$ cat config.mk
export PLATFORM = sky130hd
export DESIGN_NAME = vector_viewport_mapper_flat
export DESIGN_NICKNAME = d
export VERILOG_FILES = /design/src/rtl/vvm_pkg.sv /design/src/rtl/vector_viewport_mapper_if.sv /design/src/rtl/vvm_axis_map.sv /design/src/rtl/vector_viewport_mapper.sv /design/src/flat_wrapper.sv
export SDC_FILE = /design/constraint.sdc
export NUM_CORES = 1
export LEC_CHECK = 0
export CORE_ASPECT_RATIO = 1.25
export CORE_UTILIZATION = 40
export CTS_CLUSTER_SIZE = 16
export DETAILED_ROUTE_END_ITERATION = 10
export SYNTH_ARGS = -nofsm -noshare
export SYNTH_HDL_FRONTEND = slang
export SYNTH_SLANG_ARGS = --single-unit
$ cat constraint.sdc
create_clock -name clock -period 2.5 [get_ports clock]
set_input_delay 0.375 -clock clock [delete_from_list [all_inputs] [get_ports clock]]
set_output_delay 0.375 -clock clock [all_outputs]
set_load 0.02 [all_outputs]
$ cat src/rtl/vvm_pkg.sv
// vvm_pkg: shared definitions for vector_viewport_mapper.
//   - clog2 helper used to size the scale products
//   - default geometry and the derived datapath widths for that geometry
//   - bit positions of the X/Y clip flags inside out_clipped
package vvm_pkg;

  function automatic int unsigned clog2(input int unsigned v);
    int unsigned r;
    r = 0;
    for (int unsigned i = 0; i < 32; i++) begin
      if ((32'd1 << i) < v) r = i + 1;
    end
    return r;
  endfunction

  localparam int COMP_W   = 16;
  localparam int FRAC_W   = 7;
  localparam int SCALE_X  = 64;
  localparam int SCALE_Y  = 40;

  localparam int OFF_W    = COMP_W + 2;
  localparam int PROD_W   = OFF_W + int'(clog2((SCALE_X > SCALE_Y) ? SCALE_X : SCALE_Y)) + 1;
  localparam int ONE_HALF = 1 << (FRAC_W - 1);

  localparam int CLIP_X   = 0;
  localparam int CLIP_Y   = 1;

endpackage

$ cat src/rtl/vector_viewport_mapper_if.sv
// vector_viewport_mapper_if: input and output valid/ready channels of the
// viewport mapper.
//   in_valid/in_ready/in_vector_val    : vector from the register read stage
//   out_valid/out_ready/out_component* : mapped vector toward the rasteriser
//   out_clipped                        : {y_clipped, x_clipped}
// slave modport = mapper side, master modport = producer/consumer side.
interface vector_viewport_mapper_if #(
  parameter int COMP_W = 16
);
  logic                  in_valid;
  logic                  in_ready;
  logic [4*COMP_W-1:0]   in_vector_val;
  logic                  out_valid;
  logic                  out_ready;
  logic [COMP_W-1:0]     out_component0;
  logic [COMP_W-1:0]     out_component1;
  logic [COMP_W-1:0]     out_component2;
  logic [COMP_W-1:0]     out_component3;
  logic [1:0]            out_clipped;

  modport slave (
    input  in_valid, in_vector_val, out_ready,
    output in_ready, out_valid, out_component0, out_component1,
           out_component2, out_component3, out_clipped
  );

  modport master (
    output in_valid, in_vector_val, out_ready,
    input  in_ready, out_valid, out_component0, out_component1,
           out_component2, out_component3, out_clipped
  );
endinterface

$ cat src/rtl/vvm_axis_map.sv
// vvm_axis_map: one axis of the viewport mapping, three register stages.
//   clk_i, rst_ni : clock, synchronous active-low reset
//   en_i          : global pipeline enable (all stages advance together)
//   comp_i        : signed fixed-point world coordinate
//   coord_o       : unsigned screen coordinate, clamped to [0, SCREEN_MAX]
//   clip_o        : set when clamping was applied
// INVERT = 0 adds the origin offset (X), INVERT = 1 subtracts the input (Y).
// Build option VECTOR_VIEWPORT_MAPPER_ROUND_EN: round half up before the
// shift; otherwise the shift truncates toward minus infinity.
module vvm_axis_map #(
  parameter int COMP_W     = 16,
  parameter int FRAC_W     = 7,
  parameter int HALF_RANGE = 5,
  parameter int SCALE      = 64,
  parameter int SCREEN_MAX = 639,
  parameter int INVERT     = 0
) (
  input  logic                     clk_i,
  input  logic                     rst_ni,
  input  logic                     en_i,
  input  logic signed [COMP_W-1:0] comp_i,
  output logic        [COMP_W-1:0] coord_o,
  output logic                     clip_o
);
  localparam int OFF_W  = COMP_W + 2;
  localparam int PROD_W = OFF_W + int'(vvm_pkg::clog2(SCALE)) + 1;
  // One extra bit so the rounding add can never wrap.
  localparam int Q_W    = PROD_W + 1;

  localparam logic signed [OFF_W-1:0]  ORIGIN  = OFF_W'(HALF_RANGE << FRAC_W);
  localparam logic signed [PROD_W-1:0] SCALE_C = PROD_W'(SCALE);
  localparam logic signed [Q_W-1:0]    MAX_C   = Q_W'(SCREEN_MAX);

  logic signed [OFF_W-1:0]  off_d, off_q;
  logic signed [PROD_W-1:0] prod_d, prod_q;
  logic signed [Q_W-1:0]    sum, q;
  logic        [COMP_W-1:0] coord_d, coord_q;
  logic                     clip_d, clip_q;

  always_comb begin
    off_d = '0;
    if (INVERT != 0) off_d = ORIGIN - OFF_W'(comp_i);
    else             off_d = OFF_W'(comp_i) + ORIGIN;
  end

  always_comb begin
    prod_d = PROD_W'(off_q) * SCALE_C;
  end

  always_comb begin
`ifdef VECTOR_VIEWPORT_MAPPER_ROUND_EN
    sum = Q_W'(prod_q) + Q_W'(1 << (FRAC_W - 1));
`else
    sum = Q_W'(prod_q);
`endif
    q       = sum >>> FRAC_W;
    coord_d = '0;
    clip_d  = 1'b0;
    if (q < 0) begin
      clip_d = 1'b1;
    end else if (q > MAX_C) begin
      coord_d = COMP_W'(MAX_C);
      clip_d  = 1'b1;
    end else begin
      coord_d = COMP_W'(q);
    end
  end

  always_ff @(posedge clk_i) begin
    if (!rst_ni) begin
      off_q   <= '0;
      prod_q  <= '0;
      coord_q <= '0;
      clip_q  <= 1'b0;
    end else if (en_i) begin
      off_q   <= off_d;
      prod_q  <= prod_d;
      coord_q <= coord_d;
      clip_q  <= clip_d;
    end
  end

  assign coord_o = coord_q;
  assign clip_o  = clip_q;
endmodule

$ cat src/rtl/vector_viewport_mapper.sv
// vector_viewport_mapper: maps the X/Y components of a packed 4-component
// fixed-point vector to screen column/row, passing comp0/comp1 through.
//   clock, reset_n : clock, synchronous active-low reset
//   bus (slave)    : in_* channel (comp3 = X in MSBs, comp2 = Y, comp0 LSBs)
//                    and out_* channel (comp3 = column, comp2 = row,
//                    out_clipped = {y_clipped, x_clipped})
// Three stages, one global enable; a stalled output freezes every stage.
// Build option VECTOR_VIEWPORT_MAPPER_ROUND_EN selects round-half-up.
module vector_viewport_mapper
  import vvm_pkg::*;
#(
  parameter int COMP_W     = 16,
  parameter int FRAC_W     = 7,
  parameter int HALF_RANGE = 5,
  parameter int SCALE_X    = 64,
  parameter int SCALE_Y    = 40,
  parameter int SCREEN_W   = 640,
  parameter int SCREEN_H   = 400
) (
  input logic                    clock,
  input logic                    reset_n,
  vector_viewport_mapper_if.slave bus
);
  logic                   en;
  logic [2:0]             valid_q;
  logic [2:0][COMP_W-1:0] c0_q, c1_q;
  logic [COMP_W-1:0]      col, row;
  logic                   x_clip, y_clip;
  logic [1:0]             clipped;

  assign en           = !valid_q[2] || bus.out_ready;
  assign bus.in_ready = en && reset_n;

  vvm_axis_map #(
    .COMP_W(COMP_W), .FRAC_W(FRAC_W), .HALF_RANGE(HALF_RANGE),
    .SCALE(SCALE_X), .SCREEN_MAX(SCREEN_W - 1), .INVERT(0)
  ) u_x (
    .clk_i(clock), .rst_ni(reset_n), .en_i(en),
    .comp_i(bus.in_vector_val[4*COMP_W-1 -: COMP_W]),
    .coord_o(col), .clip_o(x_clip)
  );

  vvm_axis_map #(
    .COMP_W(COMP_W), .FRAC_W(FRAC_W), .HALF_RANGE(HALF_RANGE),
    .SCALE(SCALE_Y), .SCREEN_MAX(SCREEN_H - 1), .INVERT(1)
  ) u_y (
    .clk_i(clock), .rst_ni(reset_n), .en_i(en),
    .comp_i(bus.in_vector_val[3*COMP_W-1 -: COMP_W]),
    .coord_o(row), .clip_o(y_clip)
  );

  // Valid and passthrough shift in lockstep with the axis datapaths; with en
  // high, stage 1 loads in_valid, which equals the input transfer condition.
  always_ff @(posedge clock) begin
    if (!reset_n) begin
      valid_q <= '0;
      c0_q    <= '0;
      c1_q    <= '0;
    end else if (en) begin
      valid_q <= {valid_q[1:0], bus.in_valid};
      c0_q    <= {c0_q[1:0], bus.in_vector_val[COMP_W-1:0]};
      c1_q    <= {c1_q[1:0], bus.in_vector_val[2*COMP_W-1 -: COMP_W]};
    end
  end

  always_comb begin
    clipped         = '0;
    clipped[CLIP_X] = x_clip;
    clipped[CLIP_Y] = y_clip;
  end

  assign bus.out_valid      = valid_q[2];
  assign bus.out_component0 = c0_q[2];
  assign bus.out_component1 = c1_q[2];
  assign bus.out_component2 = row;
  assign bus.out_component3 = col;
  assign bus.out_clipped    = clipped;
endmodule

$ cat src/flat_wrapper.sv
// flat-port wrapper written by rule: the top's interface ports become plain ports
module vector_viewport_mapper_flat import vvm_pkg::*;
#(
  parameter int COMP_W     = 16,
  parameter int FRAC_W     = 7,
  parameter int HALF_RANGE = 5,
  parameter int SCALE_X    = 64,
  parameter int SCALE_Y    = 40,
  parameter int SCREEN_W   = 640,
  parameter int SCREEN_H   = 400
)
  (clock, reset_n, bus_in_valid, bus_in_vector_val, bus_out_ready, bus_in_ready, bus_out_valid, bus_out_component0, bus_out_component1, bus_out_component2, bus_out_component3, bus_out_clipped);
  vector_viewport_mapper_if #(.COMP_W(COMP_W)) bus_i ();
  input logic clock;
  input logic reset_n;
  input wire logic [$bits(bus_i.in_valid)-1:0] bus_in_valid;
  input wire logic [$bits(bus_i.in_vector_val)-1:0] bus_in_vector_val;
  input wire logic [$bits(bus_i.out_ready)-1:0] bus_out_ready;
  output wire logic [$bits(bus_i.in_ready)-1:0] bus_in_ready;
  output wire logic [$bits(bus_i.out_valid)-1:0] bus_out_valid;
  output wire logic [$bits(bus_i.out_component0)-1:0] bus_out_component0;
  output wire logic [$bits(bus_i.out_component1)-1:0] bus_out_component1;
  output wire logic [$bits(bus_i.out_component2)-1:0] bus_out_component2;
  output wire logic [$bits(bus_i.out_component3)-1:0] bus_out_component3;
  output wire logic [$bits(bus_i.out_clipped)-1:0] bus_out_clipped;
  assign bus_i.in_valid = bus_in_valid;
  assign bus_i.in_vector_val = bus_in_vector_val;
  assign bus_i.out_ready = bus_out_ready;
  assign bus_in_ready = bus_i.in_ready;
  assign bus_out_valid = bus_i.out_valid;
  assign bus_out_component0 = bus_i.out_component0;
  assign bus_out_component1 = bus_i.out_component1;
  assign bus_out_component2 = bus_i.out_component2;
  assign bus_out_component3 = bus_i.out_component3;
  assign bus_out_clipped = bus_i.out_clipped;
  vector_viewport_mapper #(.COMP_W(COMP_W), .FRAC_W(FRAC_W), .HALF_RANGE(HALF_RANGE), .SCALE_X(SCALE_X), .SCALE_Y(SCALE_Y), .SCREEN_W(SCREEN_W), .SCREEN_H(SCREEN_H)) u_core (.clock(clock), .reset_n(reset_n), .bus(bus_i));
endmodule
==> run metrics, run 1 <==
final setup vio count=0; mux cell area share after synthesis=less than 1%; minimum clock period=about 2.5 ns; Rows=59; R2R Setup Slk=about 0.034 ns; top cells by area, synth=dfxtp_1 46%, nand2_1 13%, a21boi_0 6.3%; final hold violations=0; yosys warns=0; Max stage delay cell, worst path=fa_2; largest area contributor in the netlist=dfxtp_1; area occupied by multi-input gates=between 4000 and 5000 um^2; Max Cap Viol=0; Num CTS Buffers=17; post-layout worst setup margin=approximately 0.034 ns; largest family of logic cells by synthesized area=simple AND/OR/NAND/NOR gates; P_int=0.00528 W; final antenna-violating net count=0; number of global-route vias before repair=approximately 6400; WP buf/inv=0; WP depth=9; drt total wl=18.8 mm; Longest Clk Path Bufs=2; XOR/XNOR Fraction of Synth Area=between 2 and 2.5%; part of the power in combinational logic=roughly 14%; dpl ws=-0.000855 ns; IO Pins=between 100 and 150; Ant. Diodes=0; Crit Reg-Reg Endpoint=u_core.u_y.prod_q[16]$_SDFFE_PN0N_; drt via density=4.96; CP endpoint=u_core.u_y.prod_q[16]$_SDFFE_PN0N_; CORE AREA=approximately 21000 um^2; Pre-Repair DR Iteration Count=4; gr ovfl total=0; Final Cycle Share=98.7%; Seq/Total Area, Yosys=a little under half; DR vias=roughly 7000; layout cell share with drive strength beyond 1=between 6 and 7%; crit path DAT=roughly 2.8 ns; first-pass GRT wire length=~31 mm; Starting DRT DRC Count=approximately 350; max incr delay on CP=between 0.3 and 0.4 ns; Min-Delay Path Class=in2reg; Die X=between 100 and 150 um; RD Place Congestion=about 0.8; CTS H-tree depth=4; die area=22000 um^2; Initial Utilization=between 40% and 50%; Filler cells=2065; critical path class=reg2reg; Setup crit start kind=flip-flop; register area=about 4000 um^2; DRC violations left=0; Die Ht=around 170 um; P_leak=between 4 and 5 nW; cts hold-fix bufs=0; fmax=0.405 GHz; most frequent cell after synthesis=nand2_1; status=complete, no violations; P_sw=between 0.0015 and 0.002 W; # port buffers=roughly 130; Worst R2R Start=u_core.u_y.off_q[1]$_SDFFE_PN0N_; TNS Setup=0 ns; PwrDens=677 nW/um^2; Worst-Skew Late Latency=between 0.4 and 0.5 ns; Synth Register Bits=roughly 200; largest net degree at the start of global routing=between 100 and 150; Crit path required time=around 2.8 ns; clk_skew=approximately 0.0096 ns; Reg2Reg Depth=9; clk sinks=198; CTS root buf=clkbuf_16; top cell type's share of synthesized area=about 46%; share of power burned in the clock network=a little under two fifths; simple-gate share of the synthesized area=~21%; Syn-to-layout area delta=24.4%; Sw Ratio=26.9%; post-synthesis compound-gate area fraction=18.6%; WL per Instance=about 13 um; Sequential Power Share=just under 50%; Synth Area in Adders=~4.9%; IR drop worst, VDD=0.000477 V; cell family contributing the most delay on the critical path=compound AO/OA/AOI/OAI gates; Crit Path Max Fanout=2; nets@finish=about 1200; TritonCTS clock tree=yes; FFs w/ async S/R, synth=0%; crit end category=flip-flop; fin cells=between 1000 and 1500; dpl hpwl=~12 mm; initial antenna violation count=0; Total GRT Usage=about 17%; Synth Cell Area=8570 um^2; number of flops mapped to enable cells by yosys=0; syn_nets=between 1000 and 1500; Slew HR=about 52%; max-slew violations=0; syn_area_per_cell=8.29 um^2; worst slew pin tran=a little over 0.7 ns; dominant synthesized flop cell=dfxtp_1; Cells after Synth=between 1000 and 1500; CP Launch Point=u_core.u_y.off_q[1]$_SDFFE_PN0N_; synth unique cells=between 50 and 60; RSZ-0062 raised after global routing=yes; cells along the critical path=ha_4, and3_4, fa_2, a21o_1, nand4_1, a21boi_2, o31a_1, or3_1, a32o_1; Inst Count DP=between 1000 and 1500; list of most frequent post-synthesis cells=302 x nand2_1, 198 x dfxtp_1, 82 x a21oi_1; Worst-path clk slew=approximately 0.08 ns
==> routing by layer <==
layer | routed length (um) | share of wire, % | track usage [%]
met1 | 8720 | 46 | 22.0
met2 | 8890 | 47 | 28.5
met3 | 895 | 4.8 | 4.29
met4 | 285 | 1.5 | 5.85
met5 | 0 | 0 | 0
==> timing repair <==
item / in CTS / in global routing
pin swaps: 1 / 8
cloned: 0 / 0
resized for setup: 1 / 10
setup buffers: 0 / 4
setup endpoints to repair: 2 / 5
==> stage by stage <==
step	hold slack [ns]	area, um^2	total power (W)	util (%)
floorplan	0.426	8570	0.00414	-
finish	0.293	10700	0.00722	51.1
global placement	0.435	9970	0.00453	47.7
detailed placement	0.440	9970	0.00454	47.7
global route	0.284	10700	0.00758	51.1
CTS	0.270	10600	0.00729	50.6
==> cells by family after synthesis <==
logic type,count (synthesis)
buffers and inverters,106
adder cells (fa/ha/maj),33
AND/OR/NAND/NOR,430
other,1
AO/OA/AOI/OAI,241
flip-flops,198
XOR/XNOR,24
multiplexers,1
==> power by group through the flow <==
| stage | clock network (W) | logic (W) | registers (W) |
|---|---|---|---|
| final | 0.00273 | 0.00101 | 0.00347 |
| after detailed placement | 0 | 0.000996 | 0.00355 |
| after global placement | 0 | 0.000984 | 0.00354 |
| after global routing | 0.00295 | 0.00113 | 0.00350 |
| after CTS | 0.00282 | 0.00100 | 0.00347 |
| after floorplan | 0 | 0.000591 | 0.00355 |
==> layout by cell type (no fill, tap or decap), types with 16 or more instances in the layout <==
cell,n
and2_1,16
a21boi_0,72
nor3_1,16
nor2_1,29
nand2_1,302
dfxtp_1,194
nand3_1,16
clkdlybuf4s50_1,132
o21ai_0,30
buf_4,21
ha_1,27
a21oi_1,82
clkbuf_16,17
==> area by class of cell <==
class	count	area share, %
Clock inverter	13	1.54
Inverter	6	0.211
Sequential cell	198	37.2
Timing Repair Buffer	158	14.8
Multi-Input combinational cell	730	39.0
Tap cell	274	3.21
Clock buffer	18	4.02
==> worst min-delay path by stage <==
stage	startpoint	end	slack (ns)	cells after the start
finish	reset_n	u_core.u_y.coord_o[7]$_SDFFE_PN0N_	0.29	2
detailed placement	u_core.u_x.prod_q[18]$_SDFFE_PN0N_	u_core.u_x.prod_q[18]$_SDFFE_PN0N_	0.44	2
global placement	u_core.u_x.prod_q[18]$_SDFFE_PN0N_	u_core.u_x.prod_q[18]$_SDFFE_PN0N_	0.44	2
CTS	reset_n	u_core.u_y.prod_q[17]$_SDFFE_PN0N_	0.27	3
global route	reset_n	u_core.u_y.coord_o[7]$_SDFFE_PN0N_	0.28	2
floorplan	u_core.u_x.prod_q[21]$_SDFFE_PN0N_	u_core.u_x.prod_q[21]$_SDFFE_PN0N_	0.43	2
==> state kept, by name (all words and copies together) (netlist names) <==
name / count
u_core.c0_q: 32
u_core.c1_q: 32
u_core.u_y.off_q: 17
u_core.u_y.prod_q: 17
u_core.bus.out_component0: 16
u_core.bus.out_component1: 16
u_core.u_x.off_q: 16
u_core.u_x.prod_q: 16
u_core.u_y.coord_o: 16
u_core.u_x.coord_o: 15
u_core.valid_q: 3
u_core.u_x.clip_o: 1
u_core.u_y.clip_o: 1
Note: power is estimated with default switching activity, not from simulation.
==> inputs of run 2 (changes only) <==
- CTS_CLUSTER_SIZE: 16 -> not set
==> results of run 2 <==
Same layout as run 1: the final DEF is identical, and so are final timing and power.
==> inputs of run 3 (changes only) <==
- SKIP_CTS_REPAIR_TIMING: not set -> 1
==> run metrics, run 3 (synthesized netlist as in run 1, its figures left out) <==
share of power burned in the clock network=37.8% (about the same); # port buffers=133 (unchanged); Sw Ratio=26.9% (about the same); Crit Path Max Fanout=2 (unchanged); CTS H-tree depth=4 (unchanged); drt via density=4.95 (-0.14%); Total GRT Usage=17.3% (unchanged); minimum clock period=2.44 ns (-0.0301 ns); drt total wl=18.7 mm (-0.23%); layout cell share with drive strength beyond 1=7.03% (+0.089 points); final antenna-violating net count=0 (unchanged); top flop regs=u_core.c0_q x32, u_core.c1_q x32; Max Cap Viol=0 (unchanged); worst slew pin tran=0.713 ns (-0.00325 ns); Num CTS Buffers=17 (unchanged); status=complete, no violations; Initial Utilization=41.0% (unchanged); Crit path required time=2.82 ns (about the same); crit end category=flip-flop; PwrDens=676 nW/um^2 (about the same); cell family contributing the most delay on the critical path=compound AO/OA/AOI/OAI gates; Syn-to-layout area delta=24.6%; DRC violations left=0 (unchanged); largest net degree at the start of global routing=117 (unchanged); die area=22000 um^2 (unchanged); final hold violations=0 (unchanged); area occupied by multi-input gates=4180 um^2 (+0.36%); Min-Delay Path Class=in2reg; first-pass GRT wire length=31.3 mm (unchanged); dpl hpwl=12.1 mm (unchanged); Worst-Skew Late Latency=0.42 ns (about the same); Worst-path clk slew=0.08 ns (about the same); Starting DRT DRC Count=338 (-4.2%); crit path DAT=2.76 ns (-0.03 ns); gr ovfl total=0 (unchanged); part of the power in combinational logic=14.1% (about the same); Sequential Power Share=48.1% (about the same); P_sw=0.00194 W (about the same); TNS Setup=0 ns (unchanged); P_leak=4.28 nW (about the same); Filler cells=2060 (-0.24%); WL per Instance=13.4 um (-0.23%); cells along the critical path=ha_4, and3_4, fa_2, a21o_1, nand4_1, a21boi_2, o31a_1, or3_1, a32o_1; Slew HR=52.5% (+0.22 points); Die X=133 um (unchanged); most frequent cells in the layout=302 x nand2_1, 195 x dfxtp_1, 132 x clkdlybuf4s50_1; fmax=0.410 GHz (+1.2%); Rows=59 (unchanged); Die Ht=166 um (unchanged); Pre-Repair DR Iteration Count=4 (unchanged); Final Cycle Share=97.5% (-1.2 points); initial antenna violation count=0 (unchanged); final setup vio count=0 (unchanged); nets@finish=1212 (unchanged); Ant. Diodes=0 (unchanged); register area=3970 um^2 (about the same); commonest non-fill, non-tap cell in the layout=nand2_1; DR vias=6916 (-0.14%); IO Pins=136 (unchanged); CTS root buf=clkbuf_16; Setup crit start kind=flip-flop; Final Cell Area=10700 um^2 (+0.13%); TritonCTS clock tree=yes; Max stage delay cell, worst path=dfxtp_2; number of global-route vias before repair=6413 (unchanged); critical path class=reg2reg; Longest Clk Path Bufs=2 (unchanged); RD Place Congestion=0.823 (unchanged); Placed Instance Area=9970 um^2 (unchanged); P_int=0.00528 W (about the same); WP buf/inv=0 (unchanged); RSZ-0062 raised after global routing=yes; clk sinks=198 (unchanged); clk_skew=0.00922 ns (-0.000426 ns); CORE AREA=20900 um^2 (unchanged); max incr delay on CP=0.34 ns (-0.02 ns); IR drop worst, VDD=0.000474 V (-0.57%); max-slew violations=0 (unchanged)
-- run 3: cell counts in the layout (fill, tap and decap cells not counted) --
Identical to the previous run, type by type.
-- run 3: power groups by stage --
stage	Clock, W	Sequential [W]	Combinational, W
after floorplan	0	0.00355	0.000591
after global placement	0	0.00354	0.000984
after detailed placement	0	0.00355	0.000996
after CTS	0.00282	0.00347	0.00100
after global routing	0.00295	0.00350	0.00113
final	0.00273	0.00348	0.00101
-- run 3: cell type report --
cell class	instances	share of cell area [%]
Multi-Input combinational cell	730	39.1
Sequential cell	198	37.1
Timing Repair Buffer	158	14.8
Clock buffer	18	4.02
Tap cell	274	3.21
Clock inverter	13	1.53
Inverter	6	0.211
-- run 3: final timing paths --
check / from / to / slack [ns] / cells after the start
hold reg to reg: u_core.u_x.prod_q[18]$_SDFFE_PN0N_ / u_core.u_x.prod_q[18]$_SDFFE_PN0N_ / 0.45 / 2
setup reg to reg: u_core.u_y.off_q[1]$_SDFFE_PN0N_ / u_core.u_y.prod_q[16]$_SDFFE_PN0N_ / 0.06 / 9
hold / removal: reset_n / u_core.u_y.coord_o[7]$_SDFFE_PN0N_ / 0.29 / 2
setup / recovery: u_core.u_y.off_q[1]$_SDFFE_PN0N_ / u_core.u_y.prod_q[16]$_SDFFE_PN0N_ / 0.06 / 9
-- run 3: layer usage --
layer / part of all wire (%) / global-route usage, % / vias up
li1: - / - / 3590
met1: 47 / 22.0 / 3200
met2: 47 / 28.5 / 105
met3: 4.8 / 4.29 / 21
met4: 1.5 / 5.85 / 0
met5: 0 / 0 / -
-- run 3: through the flow --
stage | utilization (%) | hold slack [ns] | total power, W | std cells | setup WS, ns
3_5_place_dp | 47.7 | 0.440 | 0.00454 | 1362 | -0.000855
6_report | 51.1 | 0.294 | 0.00722 | 1397 | 0.0637
3_3_place_gp | 47.7 | 0.435 | 0.00453 | 1362 | -0.00195
4_1_cts | 50.6 | 0.270 | 0.00729 | 1393 | -0.0353
2_1_floorplan | - | 0.426 | 0.00414 | 1034 | 0.0495
5_1_grt | 51.1 | 0.284 | 0.00758 | 1397 | -0.0254
